File: config.mk
export PLATFORM = sky130hd
export DESIGN_NAME = spi_slave_core
export DESIGN_NICKNAME = d
export VERILOG_FILES = /design/src/rtl/spi_slave_core.sv
export SDC_FILE = /design/constraint.sdc
export NUM_CORES = 1
export LEC_CHECK = 0
export ABC_AREA = 1
export BUFFER_PORTS_ARGS = -buffer_cell sky130_fd_sc_hd__buf_4
export CAP_MARGIN = 40
export CORE_UTILIZATION = 57
export DETAILED_ROUTE_END_ITERATION = 8
export PLACE_DENSITY = 0.86
export SLEW_MARGIN = 0
export SYNTH_ARGS = -nofsm -noshare
export SYNTH_HDL_FRONTEND = slang
export SYNTH_SLANG_ARGS = --single-unit
File: constraint.sdc
create_clock -name clk_i -period 2.55 [get_ports clk_i]
set_input_delay 0.1275 -clock clk_i [delete_from_list [all_inputs] [get_ports clk_i]]
set_output_delay 0.1275 -clock clk_i [all_outputs]
set_load 0.03 [all_outputs]
File: src/rtl/spi_slave_core.sv
// SPI target shift engine: oversamples SCK/CSn/MOSI, shifts MISO from a TX holding register, returns RX words on valid/ready.
// Optional LSB-first support is enabled by defining SPI_SLV_LSB_EN (adds the lsb_i port).
module spi_slave_core #(
   parameter int unsigned DATA_WIDTH  = 32,
   parameter int unsigned SYNC_STAGES = 2
) (
   input  logic                  clk_i,
   input  logic                  rst_i,
   input  logic                  cpol_i,
   input  logic                  cpha_i,
   input  logic [1:0]            dtb_i,
`ifdef SPI_SLV_LSB_EN
   input  logic                  lsb_i,
`endif
   input  logic                  clr_i,
   output logic                  busy_o,
   output logic                  underrun_o,
   output logic                  overrun_o,
   input  logic                  tx_valid_i,
   output logic                  tx_ready_o,
   input  logic [DATA_WIDTH-1:0] tx_data_i,
   output logic                  rx_valid_o,
   input  logic                  rx_ready_i,
   output logic [DATA_WIDTH-1:0] rx_data_o,
   input  logic                  spi_sck_i,
   input  logic                  spi_csn_i,
   input  logic                  spi_mosi_i,
   output logic                  spi_miso_o,
   output logic                  spi_miso_oe_o
);
   localparam int unsigned CW = $clog2(DATA_WIDTH + 1);
   localparam int unsigned IW = $clog2(DATA_WIDTH);

   typedef enum logic {IDLE, ACTIVE} state_t;

   state_t                 state;
   logic [SYNC_STAGES-1:0] sck_sync, csn_sync, mosi_sync;
   logic                   sck_q, csn_q;
   logic                   cpol_q, cpha_q;
   logic [1:0]             dtb_q;
   logic [DATA_WIDTH-1:0]  hold_q, tx_sr, rx_sr;
   logic [CW-1:0]          bit_cnt;

`ifdef SPI_SLV_LSB_EN
   logic lsb_q;
   logic lsb_in;
   assign lsb_in = lsb_i;
`else
   localparam logic lsb_q  = 1'b0;
   localparam logic lsb_in = 1'b0;
`endif

   // Bit position of the cnt-th bit of a word, given order and word length
   function automatic logic [IW-1:0] bit_idx(input logic lsb, input logic [1:0] dtb,
                                             input logic [CW-1:0] cnt);
      logic [CW-1:0] len;
      len     = CW'({dtb, 3'b000}) + CW'(8);
      bit_idx = lsb ? IW'(cnt) : IW'(len - CW'(1) - cnt);
   endfunction

   logic sck_s, csn_s, mosi_s;
   logic sck_rise, sck_fall, lead, trail, sample_edge, shift_edge, csn_fall, csn_rise;
   logic [CW-1:0]         len_q, cnt_inc;
   logic                  word_done;
   logic [DATA_WIDTH-1:0] load_word, rx_next;

   assign sck_s       = sck_sync[SYNC_STAGES-1];
   assign csn_s       = csn_sync[SYNC_STAGES-1];
   assign mosi_s      = mosi_sync[SYNC_STAGES-1];
   assign sck_rise    = sck_s & ~sck_q;
   assign sck_fall    = ~sck_s & sck_q;
   assign csn_fall    = ~csn_s & csn_q;
   assign csn_rise    = csn_s & ~csn_q;
   assign lead        = cpol_q ? sck_fall : sck_rise;
   assign trail       = cpol_q ? sck_rise : sck_fall;
   assign sample_edge = cpha_q ? trail : lead;
   assign shift_edge  = cpha_q ? lead : trail;
   assign len_q       = CW'({dtb_q, 3'b000}) + CW'(8);
   assign cnt_inc     = bit_cnt + CW'(1);
   assign word_done   = sample_edge && (cnt_inc == len_q);
   assign load_word   = tx_ready_o ? '0 : hold_q;
   assign rx_next     = lsb_q ? ((rx_sr >> 1) | (DATA_WIDTH'(mosi_s) << (len_q - CW'(1))))
                              : {rx_sr[DATA_WIDTH-2:0], mosi_s};
   assign spi_miso_oe_o = busy_o;

   // Pad synchronizers and previous-value registers for edge detection
   always_ff @(posedge clk_i) begin
      if (rst_i) begin
         sck_sync  <= '0;
         csn_sync  <= '1;
         mosi_sync <= '0;
         sck_q     <= 1'b0;
         csn_q     <= 1'b1;
      end else begin
         sck_sync  <= {sck_sync[SYNC_STAGES-2:0], spi_sck_i};
         csn_sync  <= {csn_sync[SYNC_STAGES-2:0], spi_csn_i};
         mosi_sync <= {mosi_sync[SYNC_STAGES-2:0], spi_mosi_i};
         sck_q     <= sck_s;
         csn_q     <= csn_s;
      end
   end

   // Frame FSM, shift registers and handshakes; later assignments take priority
   always_ff @(posedge clk_i) begin
      if (rst_i) begin
         state      <= IDLE;
         busy_o     <= 1'b0;
         underrun_o <= 1'b0;
         overrun_o  <= 1'b0;
         rx_valid_o <= 1'b0;
         rx_data_o  <= '0;
         spi_miso_o <= 1'b0;
         tx_ready_o <= 1'b1;
         hold_q     <= '0;
         tx_sr      <= '0;
         rx_sr      <= '0;
         bit_cnt    <= '0;
         cpol_q     <= 1'b0;
         cpha_q     <= 1'b0;
         dtb_q      <= '0;
`ifdef SPI_SLV_LSB_EN
         lsb_q      <= 1'b0;
`endif
      end else begin
         if (rx_valid_o && rx_ready_i) rx_valid_o <= 1'b0;
         if (tx_valid_i && tx_ready_o) begin
            hold_q     <= tx_data_i;
            tx_ready_o <= 1'b0;
         end
         if (clr_i) begin
            underrun_o <= 1'b0;
            overrun_o  <= 1'b0;
         end
         case (state)
            IDLE: begin
               if (csn_fall) begin
                  state   <= ACTIVE;
                  busy_o  <= 1'b1;
                  cpol_q  <= cpol_i;
                  cpha_q  <= cpha_i;
                  dtb_q   <= dtb_i;
`ifdef SPI_SLV_LSB_EN
                  lsb_q   <= lsb_i;
`endif
                  tx_sr   <= load_word;
                  bit_cnt <= '0;
                  rx_sr   <= '0;
                  if (tx_ready_o) underrun_o <= 1'b1;
                  else            tx_ready_o <= 1'b1;
                  if (!cpha_i) spi_miso_o <= load_word[bit_idx(lsb_in, dtb_i, '0)];
               end
            end
            ACTIVE: begin
               if (csn_rise) begin
                  state      <= IDLE;
                  busy_o     <= 1'b0;
                  spi_miso_o <= 1'b0;
               end else if (word_done) begin
                  if (rx_valid_o && !rx_ready_i) begin
                     overrun_o <= 1'b1;
                  end else begin
                     rx_data_o  <= rx_next;
                     rx_valid_o <= 1'b1;
                  end
                  tx_sr   <= load_word;
                  bit_cnt <= '0;
                  rx_sr   <= '0;
                  if (tx_ready_o) underrun_o <= 1'b1;
                  else            tx_ready_o <= 1'b1;
                  if (!cpha_q) spi_miso_o <= load_word[bit_idx(lsb_q, dtb_q, '0)];
               end else if (sample_edge) begin
                  rx_sr   <= rx_next;
                  bit_cnt <= cnt_inc;
               end else if (shift_edge) begin
                  spi_miso_o <= tx_sr[bit_idx(lsb_q, dtb_q, bit_cnt)];
               end
            end
            default: state <= IDLE;
         endcase
      end
   end
endmodule

* Word level (Yosys, flattened, before mapping)
Index checks and enable logic that the tools add are counted.
** Storage, ports and cells
- Memories :: 0
- Output and inout bits :: 39
- Memory bits (writable) :: 0
- Input port bits :: 44
- Latch bits :: 0
- Word-level logic and storage cells :: 122
- Memory bits (read-only) :: 0
- Register bits after elaboration :: 152
** Operators by class
- Eq/ne operators :: 10
- Reductions and logical operators :: 11
- Div/mod/pow operators :: 0
- Add/sub/neg operators :: 6
- Multipliers :: 0
- Shift operators :: 0
- Muxes and demuxes :: 61
- Magnitude comparators :: 3
- Bitwise operators :: 11
** Operators by type and width (number)
- two-way mux 32 bit :: 4
- two-way mux 31 bit :: 4
- case mux 32 bit (2 select lines) :: 1
- case mux 31 bit (2 select lines) :: 1
- two-way mux 1 bit :: 38
- two-way mux 6 bit :: 4
- < comparator 5 x 6 -> 1 bit, second input constant :: 3
- binary-select mux 1 bit (select 5 bit) :: 3
- case mux 6 bit (2 select lines) :: 1
- case mux 1 bit (2 select lines) :: 5
- subtractor 5 x 1 -> 5 bit, second input constant :: 2
- inverter 1 bit :: 7
- adder 5 x 4 -> 6 bit, second input constant :: 1
- adder 6 x 1 -> 6 bit, second input constant :: 1
- equality test 6 bit :: 1
- inequality test 2 bit, second input constant :: 3
- AND reduction 3 bit :: 2
- adder 5 x 4 -> 5 bit, second input constant :: 1
- AND reduction 5 bit :: 1
- subtractor 5 bit :: 1
- bitwise AND 1 bit :: 4
- logical AND 1 bit :: 4
- inequality test 2 x 1 -> 1 bit, second input constant :: 2
- inequality test 4 x 1 -> 1 bit, second input constant :: 1
- other kinds (6) :: 7

* Logic depth before layout (Yosys ltp)
Gate-level depths: netlist of run 1.
- Depth in word-level cells :: 10
- Mapped depth :: 15
- Mapped depth without buffers :: 14

* Worst setup path after synthesis of run 1
Ideal clock, no wire load.
- Path type :: register to register
- Start :: reg bit_cnt[1]
- End :: reg tx_sr[10]
- Data arrival time :: 1822 ps
- Buffers on the path :: 2
- Path slack :: 611 ps
- Data required time :: 2433 ps
- Library setup time :: 117 ps
- Cell stages (with the launch flop) :: 15
- Period minus slack after synthesis :: 1939 ps
- Cell sequence :: dfxtp_1 ha_1 nand2_1 nand2_1 nand2_1 a21oi_2 nand3_4 nor2_8 nand2_4 nand2_4 inv_2 buf_6 buf_6 a21oi_2 nor2_1
** Between the ends
- Cells in the longest elaborated chain, start to end :: 5
** Ends and longest elaborated chain
- from (decl) :: RTL line 42 : logic [CW-1:0] bit_cnt;
- from (signal assigned) :: RTL line 173 : bit_cnt <= cnt_inc;
- adder 6 x 1 -> 6 bit :: RTL line 79 : assign cnt_inc = bit_cnt + CW'(1);
- equality test 6 bit :: RTL line 80 : assign word_done = sample_edge && (cnt_inc == len_q);
- logical AND 1 bit :: RTL line 80
- inequality test 2 x 1 -> 1 bit (no source line)
- AND reduction 3 bit (no source line)
- to (signal assigned) :: RTL line 145 : tx_sr <= load_word;
- to (signal assigned) :: RTL line 165 : tx_sr <= load_word;
- to (decl) :: RTL line 41 : logic [DATA_WIDTH-1:0] hold_q, tx_sr, rx_sr;
No other way between the ends.
A chain may end at the register's enable or synchronous reset.

* Final worst setup path of run 1
- Start :: reg bit_cnt[1]
- End :: reg tx_sr[21]
Same word-level chain as after synthesis.

==> results of run 1 <==
-- Yosys cell counts (2+ instances only) --
cell type / count
clkbuf_1: 37
nand2_4: 2
inv_1: 35
buf_4: 2
or2_2: 2
nor2_2: 2
nor2_1: 159
inv_2: 3
dfxtp_1: 152
buf_6: 3
nand2_1: 147
o21ai_1: 3
a21oi_1: 66
ha_1: 4
nand2_2: 2
a21oi_2: 11
nand3_1: 33
buf_2: 11
o211ai_1: 2
o21ai_0: 108
nor3_1: 32
nand4_1: 4
-- cells by family after synthesis --
kind of cell	after synthesis
and+or+nand+nor	388
AOI/OAI and AO/OA	194
adders and majority gates	4
buffers and inverters	92
DFF	152
-- metal layers --
layer / global-route usage [%] / vias to the layer above
li1: - / 2918
met1: 34.3 / 2656
met2: 46.1 / 206
met3: 5.57 / 32
met4: 9.82 / 0
met5: 0 / -
-- final cells by class --
cell class | instances | area, sq um
Sequential cell | 152 | 3040
Multi-Input combinational cell | 586 | 2720
Fill cell | 782 | 2570
Timing Repair Buffer | 136 | 1130
Clock buffer | 17 | 414
Clock inverter | 15 | 180
Tap cell | 136 | 170
Inverter | 38 | 143
-- cell usage in the layout, fill, tap and decap left out, drive strengths merged, types with 33 or more instances in the layout --
cell type    Yosys  layout
inv             38      46
buf             17      96
nand2          151     151
nand3           35      35
dfxtp          152     152
o21ai          112     112
dlygate4sd3      0      40
a21oi           77      77
nor2           162     162
nor3            33      33
-- metrics by stage --
step	util [%]	power, mW	setup slack (ps)	hold WS (ps)
after global routing	75.2	5.57	26.4	65.7
after CTS	75.2	5.40	186	27.9
after detailed placement	65.6	2.93	229	318
final	75.2	5.39	200	39.1
after floorplan	-	2.80	611	231
after global placement	65.6	2.92	345	321
-- sequential cells by signal, indices dropped and copies added (netlist names) --
register	count
hold_q	32
rx_sr	31
rx_valid_o	1
sck_sync	2
spi_miso_o	1
mosi_sync	2
tx_ready_o	1
cpha_q	1
underrun_o	1
busy_o	1
bit_cnt	6
overrun_o	1
csn_sync	2
rx_data_o	32
tx_sr	32
sck_q	1
state	1
csn_q	1
dtb_q	2
cpol_q	1
-- power by group through the flow --
stage	sequential (mW)	combinational [mW]	clock (mW)
floorplan	2.55	0.252	0
global placement	2.56	0.361	0
detailed placement	2.56	0.370	0
CTS	2.51	0.424	2.47
global route	2.52	0.481	2.57
finish	2.51	0.432	2.45
-- worst max-delay path, delay by kind of cell, from the launching register on --
family | cells | cell delay, ps
and+or+nand+nor | 8 | 880
DFF | 1 | 430
AOI/OAI and AO/OA | 2 | 400
buffers and inverters | 1 | 280
adders and majority gates | 1 | 250
-- worst min path at each step --
stage / start / end / cells past startpoint
global route: rst_i / rx_sr[12] / 2
CTS: rst_i / state / 2
floorplan: spi_csn_i / csn_sync[0] / 1
global placement: spi_csn_i / csn_sync[0] / 2
finish: rst_i / state / 2
detailed placement: spi_csn_i / csn_sync[0] / 2
-- what timing repair did --
item | CTS | global route
hold endpoints to repair | 41 | 0
gates resized for setup | 0 | 1
setup endpoints to repair | 0 | 13
hold buffers | 40 | 0
==> flow_metrics.env, run 1 <==
export IMPL_synth_adder_area_share_pct=0.815
export IMPL_top_level_ports=83
export IMPL_drive_gt1_share_pct=16.8
export IMPL_via_per_inst=5.38
export IMPL_start_util_pct=59.2
export IMPL_dp_cells=1008
export IMPL_crit_fanout=29
export IMPL_dr_wl_met3_um=817
export IMPL_ant_nets=0
export IMPL_p_comb_share_pct=8.0
export IMPL_first_global_vias=5474
export IMPL_max_stage_delay_ps=430
export IMPL_status="finished, final reports clean"
export IMPL_netlist_instances=830
export IMPL_dp_hpwl_mm=8.50
export IMPL_wl_met1_mm=6.54
export IMPL_maxCapViolCount=0
export IMPL_start_kind="flip-flop"
export IMPL_ys_flop_type="dfxtp_1"
export IMPL_synthTopCellsByArea="dfxtp_1, nor2_1, nand2_1"
export IMPL_h_tree_depth=4
export IMPL_grt_max_degree=59
export IMPL_path_cells="ha_1, nand2_1, nand2_1, nand2_1, a21oi_2, nand3_4, nor2_8, nand2_4, nand2_4, inv_2, a21oi_1, nor2_1"
export IMPL_synth_compound_area_share_pct=16.7
export IMPL_cts_root_buf="clkbuf_8"
export IMPL_slew_headroom_pct=54.5
export IMPL_ys_types=32
export IMPL_grt_pass1_wl_mm=24.7
export IMPL_worst_clock_skew_ps=13.2
export IMPL_crit_type="reg -> reg"
export IMPL_synth_xor_xnor_area_share_pct=0
export IMPL_worstReg2RegEnd="tx_sr[21]"
export IMPL_antenna_found_initial=0
export IMPL_ys_seq_area_share_pct=49.6
export IMPL_syn_area_per_cell_sq_um=7.40
export IMPL_nets=979
export IMPL_finalSetupTns_ps=0
export IMPL_tightest_slew_ps=681
export IMPL_yosys_area_top_type="dfxtp_1"
export IMPL_rows=37
export IMPL_portBuffers=82
export IMPL_gp_congestion=0.850
export IMPL_synth_seq_cells=152
export IMPL_required_ps=2970
export IMPL_core_area_sq_mm=0.0104
export IMPL_routedWlPerCell_um=13.7
export IMPL_peakVddDrop_mv=0.339
export IMPL_design_die_area_sq_mm=0.0112
export IMPL_die_h_um=106
export IMPL_path_clk_slew_ps=70
export IMPL_design_area_sq_mm=0.00780
export IMPL_placed_cell_area_sq_mm=0.00681
export IMPL_setup_viol=0
export IMPL_first_iter_violations=346
export IMPL_cts_max_path_buffers=2
export IMPL_p_switching_mw=1.47
export IMPL_synth_top_family_by_area="simple AND/OR/NAND/NOR gates"
export IMPL_worstSetupEndpoint="tx_sr[21]"
export IMPL_cts_buffers_inserted=17
export IMPL_drc=0
export IMPL_globalRoute_totalOverflow=0
export IMPL_crit_start="bit_cnt[1]"
export IMPL_met2_wirelength_mm=7.17
export IMPL_rr_startpoint="bit_cnt[1]"
export IMPL_syn_area_sq_mm=0.00614
export IMPL_p_per_area_mw_per_mm2=691
export IMPL_finalCritPeriodShare_pct=92.2
export IMPL_tritoncts="built"
export IMPL_via_count=5812
export IMPL_synth_top_area_share_pct=49.6
export IMPL_clk_latency_ps=540
export IMPL_slew_viol_final=0
export IMPL_cts_setup_buffers=0
export IMPL_synth_area_mux_share_pct=0
export IMPL_end_kind="flip-flop"
export IMPL_pwr_share_clk_pct=45.4
export IMPL_top_layer="met4"
export IMPL_rsz0062_at_grt="false"
export IMPL_max_freq_mhz=425
export IMPL_grtUsageTotal_pct=27.3
export IMPL_cp_data_arrival_time_ps=2770
export IMPL_crit_top_cell="nand2_1"
export IMPL_crit_slowest_cell="dfxtp_1"
export IMPL_finalHoldViolations=0
export IMPL_r2r_worst_path_cells=12
export IMPL_synth_warnings=0
export IMPL_switching_share_pct=27.3
export IMPL_rrSetupSlack_ps=200
export IMPL_fin_crit_ps=2350
export IMPL_final_cells=1080
export IMPL_async_flop_share_pct=0
export IMPL_yosys_area_share_simple_pct=26.6
export IMPL_intPower_mw=3.92
export IMPL_cts_sinks=152
export IMPL_antenna_cells=0
export IMPL_area_growth_pct=27.1
export IMPL_first_pass_iters=6
export IMPL_p_leak_nw=3.34
export IMPL_totalWireLength_mm=14.8
export IMPL_die_x_um=106
export IMPL_synth_edf_count=0
export IMPL_hp_class="in -> reg"
export IMPL_seqPwrFrac_pct=46.6
export IMPL_syn_num_nets=878
No activity file was read; power rests on OpenSTA's default activity.
==> run 2, diff against run 1 <==
--- a/config.mk
+++ b/config.mk
@@ -6,11 +6,11 @@
 export NUM_CORES = 1
 export LEC_CHECK = 0
 export ABC_AREA = 1
-export BUFFER_PORTS_ARGS = -buffer_cell sky130_fd_sc_hd__buf_4
 export CAP_MARGIN = 40
-export CORE_UTILIZATION = 57
+export CORE_UTILIZATION = 35
 export DETAILED_ROUTE_END_ITERATION = 8
-export PLACE_DENSITY = 0.86
+export DONT_BUFFER_PORTS = 1
+export PLACE_DENSITY = 0.56
 export SLEW_MARGIN = 0
 export SYNTH_ARGS = -nofsm -noshare
 export SYNTH_HDL_FRONTEND = slang
==> run 2 against run 1 <==
Clock-buffer cell count increased by 2. Register-to-register slack better by 50 ps. Die area is 62% higher.
==> flow_metrics.env, run 2 (same netlist as run 1, synthesis figures left out) <==
export IMPL_clk_latency_ps=420
export IMPL_slew_viol_final=0
export IMPL_via_per_inst=4.82
export IMPL_final_cells=1088
export IMPL_rows=48
export IMPL_grt_pass1_wl_mm=24.1
export IMPL_tightest_slew_ps=688
export IMPL_peakVddDrop_mv=0.464
export IMPL_cts_max_path_buffers=2
export IMPL_finalSetupTns_ps=0
export IMPL_via_count=5245
export IMPL_tritoncts="built"
export IMPL_cts_root_buf="clkbuf_16"
export IMPL_h_tree_depth=4
export IMPL_ant_nets=0
export IMPL_layout_setup_ws_ps=253
export IMPL_reg_top3="hold_q x32, rx_data_o x32, tx_sr x32"
export IMPL_gp_congestion=0.789
export IMPL_crit_start="dtb_q[0]"
export IMPL_finalHoldViolations=0
export IMPL_end_kind="flip-flop"
export IMPL_status="finished, final reports clean"
export IMPL_start_util_pct=35.6
export IMPL_p_per_area_mw_per_mm2=738
export IMPL_rr_startpoint="dtb_q[0]"
export IMPL_cp_data_arrival_time_ps=2660
export IMPL_first_iter_violations=250
export IMPL_drc=0
export IMPL_fin_crit_ps=2300
export IMPL_core_area_sq_mm=0.0172
export IMPL_most_common_layout_cells="nor2_1, dfxtp_1, nand2_1"
export IMPL_max_freq_mhz=435
export IMPL_place_ws_ps=338
export IMPL_grt_max_degree=62
export IMPL_finalPower_mw=5.42
export IMPL_top_level_ports=83
export IMPL_nets=900
export IMPL_layout_commonest_cell="nor2_1"
export IMPL_rsz0062_at_grt="false"
export IMPL_dp_hpwl_mm=8.99
export IMPL_worstSetupEndpoint="underrun_o"
export IMPL_r2r_worst_path_cells=11
export IMPL_cts_sinks=152
export IMPL_design_die_area_sq_mm=0.0181
export IMPL_first_global_vias=4903
export IMPL_crit_type="reg -> reg"
export IMPL_worst_clock_skew_ps=10.5
export IMPL_maxCapViolCount=0
export IMPL_fillers=1756
export IMPL_routedWlPerCell_um=13.3
export IMPL_start_kind="flip-flop"
export IMPL_setup_viol=0
export IMPL_hp_class="in -> reg"
export IMPL_antenna_found_initial=0
export IMPL_totalWireLength_mm=14.5
export IMPL_cts_buffers_inserted=17
export IMPL_rrSetupSlack_ps=250
export IMPL_slew_headroom_pct=54.0
export IMPL_grtUsageTotal_pct=16.6
export IMPL_p_leak_nw=2.95
export IMPL_area_growth_pct=19.6
export IMPL_crit_fanout=8
export IMPL_path_clk_slew_ps=60
export IMPL_dp_cells=1016
export IMPL_worstReg2RegEnd="underrun_o"
export IMPL_antenna_cells=0
export IMPL_finalCritPeriodShare_pct=90.1
export IMPL_die_h_um=134
export IMPL_whs_ps=22.4
export IMPL_die_x_um=134
export IMPL_required_ps=2910
export IMPL_globalRoute_totalOverflow=0
export IMPL_cts_setup_buffers=0
export IMPL_portBuffers=0
export IMPL_first_pass_iters=4
export IMPL_drive_gt1_share_pct=8.81
run 2: cell types whose count changed in the layout (fill, tap and decap cells not counted), sizes merged:
| cell | delta |
|---|---|
| buf | -80 |
| inv | -7 |
| bufinv | +3 |
| clkbuf | +2 |
| clkinv | -1 |
| clkinvlp | +1 |
| dlygate4sd3 | +1 |
run 2: critical path, cell delays in order (launching register included):
cell and delay [ps]:
dfxtp_1 460, ha_1 320, inv_1 70, nand3_1 90, nand2_2 90, nand3_4 100
nor2_8 160, nand2_4 90, nand2_4 120, nand2_1 80, a21oi_1 120, dlygate4sd3_1 550
run 2: through the flow:
stage	utilization, %	instance area [sq um]
finish	42.6	7350
floorplan	-	6140
CTS	42.6	7340
global placement	36.7	6320
global route	42.6	7350
detailed placement	36.7	6320
run 2: how the worst min path moves through the flow:
stage | from | cells past startpoint | endpoint | slack [ps]
after floorplan | spi_csn_i | 1 | csn_sync[0] | 230
final | rst_i | 2 | sck_sync[1] | 20
after CTS | rst_i | 2 | mosi_sync[0] | 8
after global placement | rst_i | 1 | overrun_o | 200
after global routing | rst_i | 2 | sck_sync[1] | 8
after detailed placement | rst_i | 1 | underrun_o | 200
run 2: power by group:
part / switching (mW) / internal, mW
Clock: 0.986 / 1.56
Combinational: 0.225 / 0.145
Sequential: 0.0531 / 2.46
Total: 1.26 / 4.16
run 2: area by class of cell:
| cell class | count | area, sq um | share of cell area (%) |
|---|---|---|---|
| clock buffer | 19 | 443 | 6.03 |
| timing repair buffer | 57 | 568 | 7.73 |
| inverter | 38 | 143 | 1.94 |
| multi-input combinational | 586 | 2720 | 37.0 |
| clock inverter | 11 | 150 | 2.04 |
| sequential | 152 | 3040 | 41.4 |
| tap | 225 | 282 | 3.83 |
run 2: layer usage:
metal	part of all wire, %	track usage [%]
met1	52	23.0
met2	41	24.0
met3	5.7	5.67
met4	1.2	5.49
met5	0	0
run 2: timing repair:
| item | CTS | global route |
|---|---|---|
| resized for setup | 0 | 1 |
| endpoints found under the setup margin | 0 | 1 |
| hold endpoints to repair | 84 | 0 |
| hold buffers | 42 | 0 |
